<file path="config.mk">
export PLATFORM = sky130hd
export DESIGN_NAME = dmem_arbiter
export DESIGN_NICKNAME = d
export VERILOG_FILES = /design/src/rtl/dmem_arbiter.sv
export SDC_FILE = /design/constraint.sdc
export NUM_CORES = 1
export LEC_CHECK = 0
export ABC_AREA = 1
export CORE_AREA = 3 3 116 118
export DETAILED_ROUTE_END_ITERATION = 10
export DIE_AREA = 0 0 119 121
export HOLD_SLACK_MARGIN = 0.08
export PLACE_DENSITY = 0.66
export SLEW_MARGIN = 20
export SYNTH_ARGS = -nofsm -noshare
export SYNTH_HDL_FRONTEND = slang
export SYNTH_SLANG_ARGS = --single-unit
</file>
<file path="constraint.sdc">
create_clock -name clk -period 5.55 [get_ports clk]
set_clock_uncertainty 0.1 [all_clocks]
set_input_delay 1.11 -clock clk [delete_from_list [all_inputs] [get_ports clk]]
set_output_delay 1.11 -clock clk [all_outputs]
set_load 0.02 [all_outputs]
</file>
<file path="src/rtl/dmem_arbiter.sv">
// dmem_arbiter: shares the single data_mem port between the core load/store
// path (c_*) and a secondary requester (d_*, DMA/debug loader).
//
// Ports:
//   clk, areset                  clock, synchronous active-high reset
//   c_req/c_we/c_lock            core request, write enable, hold ownership
//   c_addr/c_wdata               core address and write data
//   c_gnt/c_rdata/c_stall        core grant, read data, stall (c_req & ~c_gnt)
//   d_req/d_we/d_lock            secondary request, write enable, hold ownership
//   d_addr/d_wdata               secondary address and write data
//   d_gnt/d_rdata                secondary grant, read data
//   mem_we/mem_addr/mem_wdata    to data_mem
//   mem_rdata                    combinational read data from data_mem
//   owner                        state for debug (00 IDLE, 01 LOCK_C, 10 LOCK_D)
//
// Grants are combinational, so an uncontended access completes in the
// request cycle. Contention is round-robin on the last winner; a winner
// asserting lock keeps the port while it keeps requesting.
//
// Optional macro DMEM_ARB_STARVE_GUARD_EN adds per-port wait counters that
// break the other side's lock once a requester has waited MAX_WAIT cycles.
module dmem_arbiter #(
    parameter int DATA_W   = 32,
    parameter int ADDR_W   = 32,
    parameter int MAX_WAIT = 8
) (
    input  logic              clk,
    input  logic              areset,
    input  logic              c_req,
    input  logic              c_we,
    input  logic              c_lock,
    input  logic [ADDR_W-1:0] c_addr,
    input  logic [DATA_W-1:0] c_wdata,
    output logic              c_gnt,
    output logic [DATA_W-1:0] c_rdata,
    output logic              c_stall,
    input  logic              d_req,
    input  logic              d_we,
    input  logic              d_lock,
    input  logic [ADDR_W-1:0] d_addr,
    input  logic [DATA_W-1:0] d_wdata,
    output logic              d_gnt,
    output logic [DATA_W-1:0] d_rdata,
    output logic              mem_we,
    output logic [ADDR_W-1:0] mem_addr,
    output logic [DATA_W-1:0] mem_wdata,
    input  logic [DATA_W-1:0] mem_rdata,
    output logic [1:0]        owner
);

    localparam logic [1:0] ST_IDLE   = 2'b00;
    localparam logic [1:0] ST_LOCK_C = 2'b01;
    localparam logic [1:0] ST_LOCK_D = 2'b10;

    logic [1:0] state_q, state_d;
    logic       last_q, last_d;
    logic       gnt_c, gnt_d;
    logic       arb_c, arb_d;
    logic       brk_c, brk_d;

`ifdef DMEM_ARB_STARVE_GUARD_EN
    localparam int WW = $clog2(MAX_WAIT + 1);
    localparam logic [WW-1:0] WMAX = WW'(MAX_WAIT);

    logic [WW-1:0] wait_c_q, wait_c_d;
    logic [WW-1:0] wait_d_q, wait_d_d;

    // A starved requester overrides the other side's lock.
    assign brk_c = c_req && (wait_c_q == WMAX) && (state_q == ST_LOCK_D) && d_req;
    assign brk_d = d_req && (wait_d_q == WMAX) && (state_q == ST_LOCK_C) && c_req;

    always_comb begin
        wait_c_d = '0;
        wait_d_d = '0;
        if (c_req && !gnt_c)
            wait_c_d = (wait_c_q == WMAX) ? wait_c_q : wait_c_q + 1'b1;
        if (d_req && !gnt_d)
            wait_d_d = (wait_d_q == WMAX) ? wait_d_q : wait_d_q + 1'b1;
    end

    always_ff @(posedge clk) begin
        if (areset) begin
            wait_c_q <= '0;
            wait_d_q <= '0;
        end else begin
            wait_c_q <= wait_c_d;
            wait_d_q <= wait_d_d;
        end
    end
`else
    logic unused_cfg;
    assign unused_cfg = (MAX_WAIT > 0);
    assign brk_c = 1'b0;
    assign brk_d = 1'b0;
`endif

    // Open arbitration: last_q = 1 means the secondary won last, so core wins.
    assign arb_c = c_req && (!d_req || last_q);
    assign arb_d = d_req && (!c_req || !last_q);

    always_comb begin
        gnt_c = 1'b0;
        gnt_d = 1'b0;
        case (state_q)
            ST_LOCK_C: begin
                if (brk_d)      gnt_d = 1'b1;
                else if (c_req) gnt_c = 1'b1;
                else begin
                    gnt_c = arb_c;
                    gnt_d = arb_d;
                end
            end
            ST_LOCK_D: begin
                if (brk_c)      gnt_c = 1'b1;
                else if (d_req) gnt_d = 1'b1;
                else begin
                    gnt_c = arb_c;
                    gnt_d = arb_d;
                end
            end
            default: begin
                gnt_c = arb_c;
                gnt_d = arb_d;
            end
        endcase
    end

    always_comb begin
        state_d = ST_IDLE;
        last_d  = last_q;
        if (gnt_c) begin
            last_d = 1'b0;
            if (c_lock) state_d = ST_LOCK_C;
        end else if (gnt_d) begin
            last_d = 1'b1;
            if (d_lock) state_d = ST_LOCK_D;
        end
    end

    always_ff @(posedge clk) begin
        if (areset) begin
            state_q <= ST_IDLE;
            last_q  <= 1'b1;
        end else begin
            state_q <= state_d;
            last_q  <= last_d;
        end
    end

    // Outputs are silenced while reset is held.
    assign c_gnt   = gnt_c && !areset;
    assign d_gnt   = gnt_d && !areset;
    assign c_stall = c_req && !c_gnt && !areset;
    assign owner   = state_q;

    always_comb begin
        mem_we    = 1'b0;
        mem_addr  = '0;
        mem_wdata = '0;
        if (c_gnt) begin
            mem_we    = c_we;
            mem_addr  = c_addr;
            mem_wdata = c_wdata;
        end else if (d_gnt) begin
            mem_we    = d_we;
            mem_addr  = d_addr;
            mem_wdata = d_wdata;
        end
    end

    assign c_rdata = c_gnt ? mem_rdata : '0;
    assign d_rdata = d_gnt ? mem_rdata : '0;

endmodule

</file>
=== Word-level counts from Yosys, hierarchy flattened ===
Index checks and enable logic that the tools add are counted.

* Bits in read-only memories: 0
* Flip-flop bits (word level): 3
* Bits in writable memories: 0
* Bits of input ports: 168
* Output and inout bits: 134
* Word-level logic and storage cells: 38
* Memories kept: 0
* Bits in latches: 0

* Reductions and logical operators: 14
* Eq/ne operators: 2
* $mul: 0
* Bitwise logic cells: 0
* Multiplexer cells: 20
* $add $sub $neg: 0
* Magnitude comparators: 0
* Shift operators: 0
* Divide/modulo/power cells: 0

{| class="wikitable"
|+ Operators with widths
! operator !! number
|-
| 2-to-1 mux 32 bit || 6
|-
| 2-to-1 mux 1 bit || 9
|-
| logical AND 1 bit || 6
|-
| 2-to-1 mux 2 bit || 3
|-
| zero test 1 bit || 5
|-
| one-hot mux 1 bit (2 select lines) || 2
|-
| equality test 2 x 1 -> 1 bit (second input constant) || 1
|-
| equality test 2 bit (second input constant) || 1
|-
| logical OR 1 bit || 2
|-
| nonzero test 2 bit || 1
|}

=== Logic depth before layout (Yosys ltp) ===
* Word-level depth: 9
* Depth in mapped cells: 11
* Mapped depth without buffers: 9

=== Least setup slack after synthesis ===
Ideal clock, no wire load.

* Path kind: input to output
* Start: input d_req
* End: output c_stall
* Slack: 2247 ps
* Data arrival time: 2093 ps
* Cell stages on the path: 7
* Data required time: 4340 ps
* Buffers on the path: 1
* Path through: inv_1 -> nand2_1 -> nand2_2 -> nand3_4 -> inv_2 -> buf_2 -> nor3_1

* Word-level cells in the longest chain between the ends: 9
* Elaborated cells on any way between the ends: 10
* Those cells by class: mux: 3; reduce/logical: 7

{| class="wikitable"
|+ Ends and longest elaborated chain
! element !! line !! RTL
|-
| start, declared || 37 || <nowiki>input logic d_req,</nowiki>
|-
| zero test 1 bit || 98 || <nowiki>assign arb_c = c_req && (!d_req || last_q);</nowiki>
|-
| logical OR 1 bit || 98 ||
|-
| logical AND 1 bit || 98 ||
|-
| 2-to-1 mux 1 bit (on tied branches) || 115, 107 ||
|-
| one-hot mux 1 bit (2 select lines) (*) || 104 || <nowiki>case (state_q)</nowiki>
|-
| logical AND 1 bit (*) || 151 || <nowiki>assign c_gnt = gnt_c && !areset;</nowiki>
|-
| net c_gnt || 34 || <nowiki>output logic c_gnt,</nowiki>
|-
| zero test 1 bit (*) || 153 || <nowiki>assign c_stall = c_req && !c_gnt && !areset;</nowiki>
|-
| logical AND 1 bit (*) (2 in a row) || 153 ||
|-
| end, declared || 36 || <nowiki>output logic c_stall,</nowiki>
|}

Mark *: on every way through the listed nets, which the timed path passes. The rest lies on a longest branch.

=== Worst setup path in the final report ===
* Start: input d_req
* End: output mem_addr[11]

* Word-level cells in the longest chain between the ends: 7
* Elaborated cells on any way between the ends: 14
* Those cells by class: mux: 8; reduce/logical: 6

{| class="wikitable"
|+ Ends and longest elaborated chain
! element !! line !! RTL
|-
| zero test 1 bit || 98 ||
|-
| logical OR 1 bit || 98 ||
|-
| logical AND 1 bit || 98 ||
|-
| 2-to-1 mux 1 bit (on tied branches) || 115, 107 ||
|-
| one-hot mux 1 bit (2 select lines) || 104 ||
|-
| logical AND 1 bit || 151 ||
|-
| 2-to-1 mux 32 bit (*) || 160 || <nowiki>if (c_gnt) begin</nowiki>
|-
| end, declared || 45 || <nowiki>output logic [ADDR_W-1:0] mem_addr,</nowiki>
|}

Every way passes the cells marked *; elsewhere a longest branch is shown, timed or not.

==> results.toml <==
[status]
status = "finished, final reports clean"

[yosys]
muxShareOfSynthArea_pct = 0
yosys_register_bits = 3
synth_cells = 363
synth.distinct_cells = 18
synth_xor_area_share_pct = 0
synth_top_family_by_area = "simple AND/OR/NAND/NOR gates"
ys_seq_area_share_pct = 3.606
synth_compound_area_share_pct = 0.3005
synthSimpleGateAreaFrac_pct = 74.38
ys_warn_count = 0
postSynthAreaPerCell_um2 = 4.588
synthAdderAreaFrac_pct = 1.503
synth_area_mm2 = 0.001665
syn_nets = 533

[worst_setup_path]
crit_path_start_kind = "input pin"
cp-end-kind = "primary output"
required_ns = 4.34
rr_startpoint = "owner[0]"
r2r-end = "last_q"
reg2reg_slack_ns = 3.75
r2r_cells = 8
critical_path_class = "in -> out"
path_max_fanout = 47
worstPathArrival_ns = 3.32

[final_layout]
drive_above_1_share_pct = 3.421
fin_cells = 815
utilization_pct = 39.00
nets = 814
area_growth_pct = 194.4
fillers = 1338
diodes = 0

[cts]
post_cts_buffers = 0
clockBufferDepth = 2
htree_levels = 1
cts_hold_buf = 0
clkTransAtPathRegs_ns = 0.03
cts_tree = "done"
numCtsBuffers = 3
clock_latency_ns = 0.22
cts-root-buf = "clkbuf_16"
clock_sink_count = 3
cts_resized = 0

[routing]
drt-vias-per-instance = 4.113
ant_nets = 0
totalWireLength_um = 11580
vias = 3352
routedWlPerCell_um = 14.21
drtIter0Drc = 142
drcViolationCount = 0
drt_pass1_iterations = 4

[grt]
grt_pass1_wl_um = 17330
grt-ovfl-total = 0
antenna_found_initial = 0
grt_usage_pct = 14.79
grt_pass1_vias = 3247
grt_max_degree = 48

[pwr]
ir_drop_mv = 0.05090
power_density_mw_per_mm2 = 139.0
finalPower_uw = 681.4
p_leak_uw = 0.002203

[floorplan]
fp.dieH_um = 121
core_mm2 = 0.01257
start_util_pct = 13.25
die_area_mm2 = 0.01440
boundaryPins = 302
die_w_um = 119
num_rows = 41

[place]
dp.cells = 811
place_worst_setup_slack_ns = 1.032
gp_congestion = 0.8075
dpl.hpwl_um = 9511
numPortBuffers = 301

[timing]
timing.slew.headroom_pct = 68.20
setup_violations = 0
fin_tns_setup_ns = 0
max_freq_mhz = 220.9
drv_slew = 0
worst_pin_slew_ns = 0.4770
hold_violations = 0
setup_slack_ns = 1.023
fin_crit_sh_pct = 81.57
finalCriticalPeriod_ns = 4.527
rsz0062_at_grt = "no"

[hold_path]
holdCritPathClass = "reg -> reg"
hp-start = "last_q"
hold_end = "last_q"
min_path_cells = 3

[run]
maxCapViolations = 0
-- cell usage in the layout (no fill, tap or decap) --
cell type,n
nand4_1,65
inv_1,41
nand3_1,2
nand2_2,4
clkdlybuf4s50_1,299
dfxtp_1,3
buf_12,3
ha_1,2
inv_2,2
nor3_1,1
nand2_1,138
clkbuf_1,1
nor2_1,68
nand3_4,1
buf_4,8
o21ai_0,1
clkbuf_16,3
or2_2,1
-- layer usage --
layer | routed length (µm) | track usage (%)
met1 | 4578 | 17.27
met2 | 5778 | 27.13
met3 | 1107 | 4.009
met4 | 114 | 2.824
met5 | 0 | 0
-- critical path, stage by stage --
cell             delay [ns]
clkdlybuf4s50_1        0.49
inv_1                  0.06
nand2_1                0.06
nand2_2                0.07
nand2_2                0.35
buf_12                 0.29
nand4_1                0.11
nand2_1                0.12
clkdlybuf4s50_1        0.62
-- through the flow --
stage / area [µm²] / hold slack (ns)
floorplan: 1665 / 0.4246
global placement: 4823 / 0.4826
detailed placement: 4823 / 0.4978
CTS: 4902 / 0.5109
global route: 4902 / 0.5277
finish: 4902 / 0.4949
-- worst max-delay path by stage --
stage / start / endpoint / slack, ns / depth (start not counted)
global placement: d_req / mem_addr[12] / 0.98 / 9
finish: d_req / mem_addr[11] / 1.02 / 9
global route: d_req / mem_addr[12] / 0.87 / 9
CTS: d_req / mem_addr[11] / 1.00 / 9
detailed placement: d_req / mem_addr[4] / 1.03 / 9
floorplan: d_req / c_stall / 2.25 / 7
-- Yosys cell counts --
library cell,number,area [µm²]
nand4_1,65,406.6
nand2_2,2,12.51
buf_6,1,11.26
buf_4,3,22.52
buf_1,1,3.750
clkbuf_1,6,22.52
o21ai_0,1,5.000
dfxtp_1,3,60.06
ha_1,2,25.02
nand2_1,140,525.5
nor2_1,68,255.2
inv_1,41,153.9
nand3_1,2,10.01
buf_2,23,115.1
inv_2,2,7.510
nor3_1,1,5.000
nand3_4,1,17.52
or2_2,1,6.260
-- area by class of cell --
type	instances	area (µm²)	share of cell area [%]
Sequential cell	3	60.06	1.225
Multi-Input combinational cell	283	1274	25.98
Timing Repair Buffer	310	3113	63.50
Tap cell	172	215.2	4.390
Inverter	43	161.4	3.293
Clock buffer	4	78.83	1.608
-- power by group --
group          switching [µW]  leakage [µW]  total (µW)  internal, µW
sequential               1.40     0.0000247        25.2          23.8
clock                    19.7     0.0000382         115          94.8
combinational             272       0.00214         542           270
-- flip-flops by register name (all words and copies together) (netlist names) --
register,flops
owner,2
last_q,1
-- cells by family (layout without fill, tap and decap cells) --
group                    Yosys count  count (layout)
flip-flops                         3               3
buffers and inverters             77             357
adder cells (fa/ha/maj)            2               2
AND/OR/NAND/NOR                  280             280
AO/OA/AOI/OAI                      1               1
No activity file was read; power rests on OpenSTA's default activity.
